## config.mk

```make
export PLATFORM = sky130hd
export DESIGN_NAME = mem_ctrl_write_buffer
export DESIGN_NICKNAME = d
export VERILOG_FILES = /design/src/rtl/mem_ctrl_write_buffer.sv
export SDC_FILE = /design/constraint.sdc
export NUM_CORES = 2
export LEC_CHECK = 0
export CAP_MARGIN = 40
export CORE_MARGIN = 2
export CORE_UTILIZATION = 47
export DETAILED_ROUTE_END_ITERATION = 8
export RECOVER_POWER = 50
export SYNTH_ARGS = -nofsm -noshare
export SYNTH_HDL_FRONTEND = slang
export SYNTH_SLANG_ARGS = --single-unit
```

## constraint.sdc

```tcl
create_clock -name CLK -period 26.8 [get_ports CLK]
set_input_delay 5.36 -clock CLK [delete_from_list [all_inputs] [get_ports CLK]]
set_output_delay 5.36 -clock CLK [all_outputs]
set_load 0.02 [all_outputs]
```

## src/rtl/mem_ctrl_write_buffer.sv

```systemverilog
// -----------------------------------------------------------------------------
// mem_ctrl_write_buffer
//
// Block-writeback buffer for the memory controller. Whole cache blocks are
// accepted on the enqueue side, held in a circular FIFO of DEPTH entries and
// drained to word-wide RAM one word per ACCESS cycle. Buffered blocks are
// visible to read lookups so the controller can forward pending data without
// a RAM read.
//
// Optional feature macro: WRITE_BUFFER_COALESCE_EN
//   When defined, a writeback to an address already buffered in a non-head
//   entry overwrites that entry's data in place instead of allocating.
//
// Ports:
//   CLK, RST          clock; synchronous active-high reset
//   enq_valid/ready   block writeback handshake (enq_addr, enq_data)
//   lookup_valid      combinational lookup of lookup_addr -> lookup_hit/data
//   ram_wen           RAM write request; ram_addr = {block addr, word idx}
//   ram_wdata         word being written
//   ram_state         RAM handshake: FREE=0, BUSY=1, ACCESS=2, ERROR=3
//   count             occupied entries
//   error             sticky RAM error (cleared only by RST)
// -----------------------------------------------------------------------------
module mem_ctrl_write_buffer #(
  parameter int DEPTH            = 8,
  parameter int BLOCK_ADDR_WIDTH = 29,
  parameter int WORDS_PER_BLOCK  = 2,
  parameter int WORD_WIDTH       = 32,
  localparam int PTR_W  = $clog2(DEPTH),
  localparam int IDX_W  = $clog2(WORDS_PER_BLOCK),
  localparam int CNT_W  = PTR_W + 1,
  localparam int BLK_W  = WORDS_PER_BLOCK * WORD_WIDTH,
  localparam int RAM_AW = BLOCK_ADDR_WIDTH + IDX_W
) (
  input  logic                        CLK,
  input  logic                        RST,
  input  logic                        enq_valid,
  output logic                        enq_ready,
  input  logic [BLOCK_ADDR_WIDTH-1:0] enq_addr,
  input  logic [BLK_W-1:0]            enq_data,
  input  logic                        lookup_valid,
  input  logic [BLOCK_ADDR_WIDTH-1:0] lookup_addr,
  output logic                        lookup_hit,
  output logic [BLK_W-1:0]            lookup_data,
  output logic                        ram_wen,
  output logic [RAM_AW-1:0]           ram_addr,
  output logic [WORD_WIDTH-1:0]       ram_wdata,
  input  logic [1:0]                  ram_state,
  output logic [CNT_W-1:0]            count,
  output logic                        error
);

  typedef enum logic [1:0] {
    ST_IDLE  = 2'd0,
    ST_WRITE = 2'd1,
    ST_ERR   = 2'd2
  } state_t;

  typedef enum logic [1:0] {
    RAM_FREE   = 2'd0,
    RAM_BUSY   = 2'd1,
    RAM_ACCESS = 2'd2,
    RAM_ERROR  = 2'd3
  } ramstate_t;

  typedef logic [WORDS_PER_BLOCK-1:0][WORD_WIDTH-1:0] block_t;

  state_t                      state, state_next;
  ramstate_t                   ram_st;
  logic [PTR_W-1:0]            head_ptr, tail_ptr;
  logic [IDX_W-1:0]            word_idx;
  logic [CNT_W-1:0]            count_next;
  logic [DEPTH-1:0]            ent_valid;
  logic [BLOCK_ADDR_WIDTH-1:0] ent_addr [DEPTH];
  block_t                      ent_data [DEPTH];

  logic             full, last_word, word_ack, pop;
  logic             enq_fire, alloc, coal_hit;
  logic [PTR_W-1:0] coal_idx, lk_scan;

  assign ram_st    = ramstate_t'(ram_state);
  assign full      = (count == CNT_W'(DEPTH));
  assign last_word = (word_idx == IDX_W'(WORDS_PER_BLOCK - 1));
  assign word_ack  = (state == ST_WRITE) && (ram_st == RAM_ACCESS);
  assign pop       = word_ack && last_word;

  // Ready depends only on registered state; a pop in the same cycle does not
  // open a slot for a full buffer.
  assign enq_ready = (state != ST_ERR) && (!full || coal_hit);
  assign enq_fire  = enq_valid && enq_ready;
  assign alloc     = enq_fire && !coal_hit;

  // ---------------------------------------------------------------------------
  // Coalescing target search: youngest valid non-head entry with the same
  // address. The head is excluded because it may be partly written to RAM.
  // ---------------------------------------------------------------------------
`ifdef WRITE_BUFFER_COALESCE_EN
  logic [PTR_W-1:0] coal_scan;

  always_comb begin
    coal_hit  = 1'b0;
    coal_idx  = '0;
    coal_scan = '0;
    for (int k = 1; k < DEPTH; k++) begin
      coal_scan = head_ptr + PTR_W'(k);
      if (ent_valid[coal_scan] && (ent_addr[coal_scan] == enq_addr)) begin
        coal_hit = 1'b1;
        coal_idx = coal_scan;
      end
    end
  end
`else
  assign coal_hit = 1'b0;
  assign coal_idx = '0;
`endif

  always_comb begin
    count_next = count;
    case ({alloc, pop})
      2'b10:   count_next = count + CNT_W'(1);
      2'b01:   count_next = count - CNT_W'(1);
      default: count_next = count;
    endcase
  end

  // ---------------------------------------------------------------------------
  // Drain FSM
  // ---------------------------------------------------------------------------
  // NOTE: every output of a combinational block gets a default first so no
  // path leaves it unassigned (which would infer a latch).
  always_comb begin
    state_next = state;
    ram_wen    = 1'b0;
    error      = 1'b0;
    case (state)
      // Uses the next count so a block enqueued into an empty buffer is
      // presented to RAM in the very next cycle.
      ST_IDLE: if (count_next != '0) state_next = ST_WRITE;
      ST_WRITE: begin
        ram_wen = 1'b1;
        if (ram_st == RAM_ERROR)            state_next = ST_ERR;
        else if (pop && count_next == '0)   state_next = ST_IDLE;
      end
      ST_ERR:  error = 1'b1;
      default: state_next = ST_IDLE;
    endcase
  end

  // NOTE: sequential state uses non-blocking assignments so every register
  // samples the pre-edge values regardless of statement order.
  always_ff @(posedge CLK) begin
    if (RST) state <= ST_IDLE;
    else     state <= state_next;
  end

  always_ff @(posedge CLK) begin
    if (RST) begin
      head_ptr  <= '0;
      tail_ptr  <= '0;
      count     <= '0;
      word_idx  <= '0;
      ent_valid <= '0;
    end else begin
      count <= count_next;
      if (word_ack) word_idx <= last_word ? '0 : word_idx + IDX_W'(1);
      if (pop) begin
        head_ptr            <= head_ptr + PTR_W'(1);
        ent_valid[head_ptr] <= 1'b0;
      end
      // Allocation never targets the head while it pops: the tail only
      // equals the head when the buffer is empty or full.
      if (alloc) begin
        tail_ptr            <= tail_ptr + PTR_W'(1);
        ent_valid[tail_ptr] <= 1'b1;
      end
    end
  end

  // NOTE: entry address/data storage is deliberately not reset; the valid
  // bits alone decide whether an entry is meaningful.
  always_ff @(posedge CLK) begin
    if (alloc) begin
      ent_addr[tail_ptr] <= enq_addr;
      ent_data[tail_ptr] <= enq_data;
    end else if (enq_fire && coal_hit) begin
      ent_data[coal_idx] <= enq_data;
    end
  end

  // ---------------------------------------------------------------------------
  // RAM write port: head entry at the current word index, zero otherwise.
  // ---------------------------------------------------------------------------
  assign ram_addr  = (state == ST_WRITE) ? {ent_addr[head_ptr], word_idx} : '0;
  assign ram_wdata = (state == ST_WRITE) ? ent_data[head_ptr][word_idx] : '0;

  // ---------------------------------------------------------------------------
  // Lookup: scan oldest to youngest so the last match (closest to the tail)
  // wins. Only registered entries are seen.
  // ---------------------------------------------------------------------------
  always_comb begin
    lookup_hit  = 1'b0;
    lookup_data = '0;
    lk_scan     = '0;
    for (int k = 0; k < DEPTH; k++) begin
      lk_scan = head_ptr + PTR_W'(k);
      if (lookup_valid && ent_valid[lk_scan] && (ent_addr[lk_scan] == lookup_addr)) begin
        lookup_hit  = 1'b1;
        lookup_data = ent_data[lk_scan];
      end
    end
  end

endmodule

```

### After elaboration in Yosys (flattened, before gate mapping)

Memories as Yosys holds them, arrays and structs flattened. A register that Yosys moved wholly into a read port is not among the register bits.
Cells that the tools add are included.

| word-level totals | value |
|---|---|
| memory bits (read-only) | 0 |
| input port bits | 128 |
| logic and storage cells | 138 |
| memories | 2 |
| bits in registers | 21 |
| bits in latches | 0 |
| memory bits (writable) | 744 |

Memory list:

| memory | depth | width | read ports | clocked after Yosys merged registers in | write ports | line | source |
|---|---|---|---|---|---|---|---|
| ent_data | 8 | 64 | 8 | 1 | 1 | 75 | `block_t ent_data [DEPTH];` |
| ent_addr | 8 | 29 | 8 | 1 | 1 | 74 | `logic [BLOCK_ADDR_WIDTH-1:0] ent_addr [DEPTH];` |

| operators by class | value |
|---|---|
| equality and inequality tests | 18 |
| shift operators | 0 |
| bitwise operators | 4 |
| mux-type cells | 57 |
| magnitude comparators | 12 |
| div/mod/pow operators | 0 |
| multiply operators | 0 |
| reductions and logical operators | 28 |
| add/sub/neg operators | 11 |

Operator list:

| cell | number |
|---|---|
| $mux 64 | 8 |
| $eq 29x29->1 | 8 |
| $mux 32 | 3 |
| $lt 3x4->1 const B | 9 |
| $mux 30 | 1 |
| $bmux 1 s3 | 8 |
| $mux 8 | 3 |
| $logic_and 1x1->1 | 23 |
| $mux 1 | 23 |
| $add 3x3->3 const B | 4 |
| $mux 3 | 4 |
| $and 8x8->8 | 1 |
| $eq 2x2->1 const B | 4 |
| $not 8->8 | 1 |
| $or 8x8->8 | 1 |
| $pmux 4 s2 | 1 |
| $add 3x1->3 const B | 2 |
| $add 3x2->3 const B | 2 |
| $demux 1 s3 | 2 |
| $ge 3x1->1 const B | 2 |
| $mux 2 | 3 |
| $pmux 2 s3 | 1 |
| $add 4x1->4 const B | 1 |
| $eq 2x1->1 const B | 2 |
| other kinds (12) | 13 |

### Depth between registers and ports, before layout

| depth | value |
|---|---|
| word-level depth | 12 |
| mapped depth | 26 |

### Least setup slack after synthesis

Ideal clock, no wire load.

| path | value |
|---|---|
| kind | input-to-output |
| from | input port lookup_addr[24] |
| to | output port lookup_data[10] |
| stages | 12 |
| path buffers | 3 |
| slack | 13.238 ns |
| data arrival time | 8.202 ns |
| path through | buf_1 inv_1 xnor2_1 a211oi_1 o2111ai_1 or4_1 or4_4 buf_2 clkbuf_1 o21ai_0 a31oi_1 o221ai_2 |

| on the way | value |
|---|---|
| longest elaborated chain between the ends | 10 |

Ends and longest elaborated chain:

| item | line | source |
|---|---|---|
| start, declared | 42 | `input logic [BLOCK_ADDR_WIDTH-1:0] lookup_addr,` |
| $eq 29x29->1 | 206 | `if (lookup_valid && ent_valid[lk_scan] && (ent_addr[lk_scan] == lookup_addr)) begin` |
| $logic_and 1x1->1 | 206 |  |
| $mux 64 (7 in series) | 206 |  |
| $mux 64 * | 206 |  |
| end, declared | 44 | `output logic [BLK_W-1:0] lookup_data,` |

Mark *: on every way between the ends. The rest lies on a longest branch, timed or not.

### Worst setup path after layout

| path | value |
|---|---|
| from | input port lookup_addr[1] |
| to | output port lookup_data[21] |

Same word-level chain as after synthesis.

==> results_dict.tcl <==
set metrics [dict create \
    clock_sinks 768 \
    p_leak_nw 23.5 \
    path_class "in -> out" \
    worstPathRequired_ns 21.44 \
    htreeDepth 3 \
    synth.top_cell.area_share 0.325 \
    grt-ovfl-total 0 \
    tightest_slew_ns 2.27 \
    grt_pass1_vias 52782 \
    viasPerCell 7.32 \
    synthCells 5778 \
    area.growth.synth_to_final_pct 10.0 \
    syn_area_um2 68800 \
    synth-async-reset-ratio 0 \
    cts_buffer_depth 3 \
    antenna_left 0 \
    cts_tree "built" \
    power.total_w 0.00299 \
    fin_crit_ns 16.87 \
    die_x_um 387 \
    antenna_found_initial 40 \
    initial_core_util 0.473 \
    cts_hold_buf 0 \
    critPathCaptureType "output port" \
    hp-start "tail_ptr[0]" \
    place.gp.congestion 1.08 \
    irDropWorstVdd_uv 49.3 \
    reg2reg_from "state[0]" \
    yosysMostFrequentCell "mux4_2" \
    post_cts_resize_count 0 \
    dieArea_um2 150000 \
    port_buffers 261 \
    failed_checks "capacitance limit, slew limit" \
    rsz0062_at_grt "false" \
    seq_area_frac_synth 0.332 \
    clk_pin_slew_ns 0.06 \
    cts_setup_buffers 0 \
    insertion_delay_ns 0.71 \
    dr.pass1.iters 6 \
    drtIter0Drc 7848 \
    hpwl_mm 175 \
    num_vias 56284 \
    arrival_ns 11.51 \
    slew_viol_final 102 \
    worst_setup_path_start_kind "input port" \
    num_rows 140 \
    crit_path_start "lookup_addr[1]" \
    seq_area_um2 22800 \
    finalHoldViolations 0 \
    slew_headroom -0.511 \
    worstPathMaxFanout 52 \
    boundaryPins 262 \
    drc 0 \
    wl_per_cell_um 34.5 \
    clock_skew_ns 0.0382 \
    finalCritPeriodShare 0.630 \
    synth_edf_count 744 \
    powerDensity_nw_per_um2 39.5 \
    ys_ff_latch 768 \
    yosysUniqueCellTypes 94 \
    coreArea_um2 146000 \
    fmax_mhz 59.3 \
    syn_avg_cell_area_um2 11.9 \
    grt_usage 0.348 \
    synth_fp_nets 5917 \
    grt_max_degree 199 \
    status "complete, but fails checks" \
    fin_setup_tns_ns 0 \
    yosys_most_used_dff "edfxtp_1" \
    totalWireLength_mm 265 \
    ys_warn_count 0 \
    drive_above_1_share 0.241 \
    hold_class "reg -> reg" \
    synth.area.top_cells "edfxtp_1, mux4_2, mux2i_1, nand2_1, a22oi_1" \
    synth_common_cells "mux4_2, nand2_1, edfxtp_1" \
    yosysTopAreaCell "edfxtp_1" \
    multiInputGateArea_um2 43100 \
    die_h_um 387 \
    setup_viol 0 \
    cts-root-buf "clkbuf_16" \
    grt_pass1_wl_mm 383 \
    fin_nets 5824 \
    cap_viol_max_count 6 \
    cts_made_buffers 89 \
    fillers 12307 \
]
cell families after synthesis:
kind of cell | synth area share
flops | 0.332
simple gates | 0.130
xor+xnor | 0.0179
mux | 0.370
compound gates | 0.103
fa+ha+maj | 0.00211
buf+inv | 0.0451
area by class of cell:
cell class,instances,area share
Multi-Input combinational cell,4381,0.569
Sequential cell,768,0.302
Timing Repair Buffer,409,0.0561
Clock buffer,105,0.0317
Tap cell,1917,0.0317
Clock inverter,61,0.00755
Inverter,36,0.00188
Antenna cell,15,0.000496
metal layers:
layer / up-vias / wire length (um) / GRT usage / part of all wire
met1: 28576 / 98400 / 0.466 / 0.37
met5: - / 198 / 0 / 0.00075
met2: 3789 / 120000 / 0.535 / 0.45
met4: 32 / 16100 / 0.185 / 0.061
met3: 774 / 30200 / 0.0736 / 0.11
li1: 23113 / - / - / -
worst max-delay path, stage by stage:
cell and delay (ns):
clkdlybuf4s50_1 0.77, inv_1 0.43, nand3_1 0.24, o2111ai_1 0.28, nor3_1 0.11, o32ai_1 0.68
or4_4 0.72, o41a_4 0.67, buf_4 0.74, nand4_1 0.25, o221ai_2 0.47, clkdlybuf4s50_1 0.69
final timing paths:
check	slack, ns	to	depth (start not counted)
worst min-delay path	0.52	tail_ptr[0]	2
worst max register to register	22.45	ent_addr[7][5]	9
worst min register to register	0.52	tail_ptr[0]	2
worst max-delay path	9.93	lookup_data[21]	12
where the power goes:
| group | internal [W] | switching, W |
|---|---|---|
| combinational | 0.000140 | 0.000220 |
| sequential | 0.00135 | 0.0000307 |
| clock | 0.000719 | 0.000529 |
state kept, by name (all words and copies together) (netlist names), named ones only:
name / cells
last_word: 1
tail_ptr: 3
ent_valid: 8
head_ptr: 3
state: 2
ent_data: 512
count: 4
ent_addr: 232
layout by cell type (no fill, tap or decap), types with 17 or more instances in the layout:
cell,netlist,final
o221ai_2,60,60
nand3_1,103,103
buf_4,36,103
nand2_1,779,779
buf_16,0,17
clkdlybuf4s50_1,0,166
edfxtp_1,744,744
mux2i_1,468,468
xnor2_1,118,116
and3_1,80,80
a21o_1,72,72
nor2b_1,215,214
a31oi_1,77,77
a22o_1,22,22
clkinv_1,7,24
nand4_1,101,101
xor2_1,23,21
dlygate4sd3_1,0,95
a22oi_1,248,248
a21oi_1,124,124
clkbuf_16,0,92
nor2_1,305,301
o22ai_1,37,37
o211ai_1,29,29
o211ai_2,44,44
dfxtp_1,24,17
nor3_1,84,84
nand2b_1,33,32
mux4_2,884,884
mux2_2,62,62
nor4_1,81,80
inv_1,26,24
o21ai_0,112,112
stage by stage:
stage | setup slack, ns | cells | area, um^2 | hold slack [ns] | util
after floorplan | 13.24 | 5778 | 68800 | 0.462 | -
after CTS | 9.97 | 7675 | 75700 | 0.509 | 0.520
final | 9.93 | 7692 | 75700 | 0.516 | 0.520
after detailed placement | 9.99 | 7509 | 72700 | 0.495 | 0.500
after global placement | 9.98 | 7479 | 72100 | 0.477 | 0.495
after global routing | 9.88 | 7682 | 75700 | 0.546 | 0.520
Power figures use the tool's default switching activity.
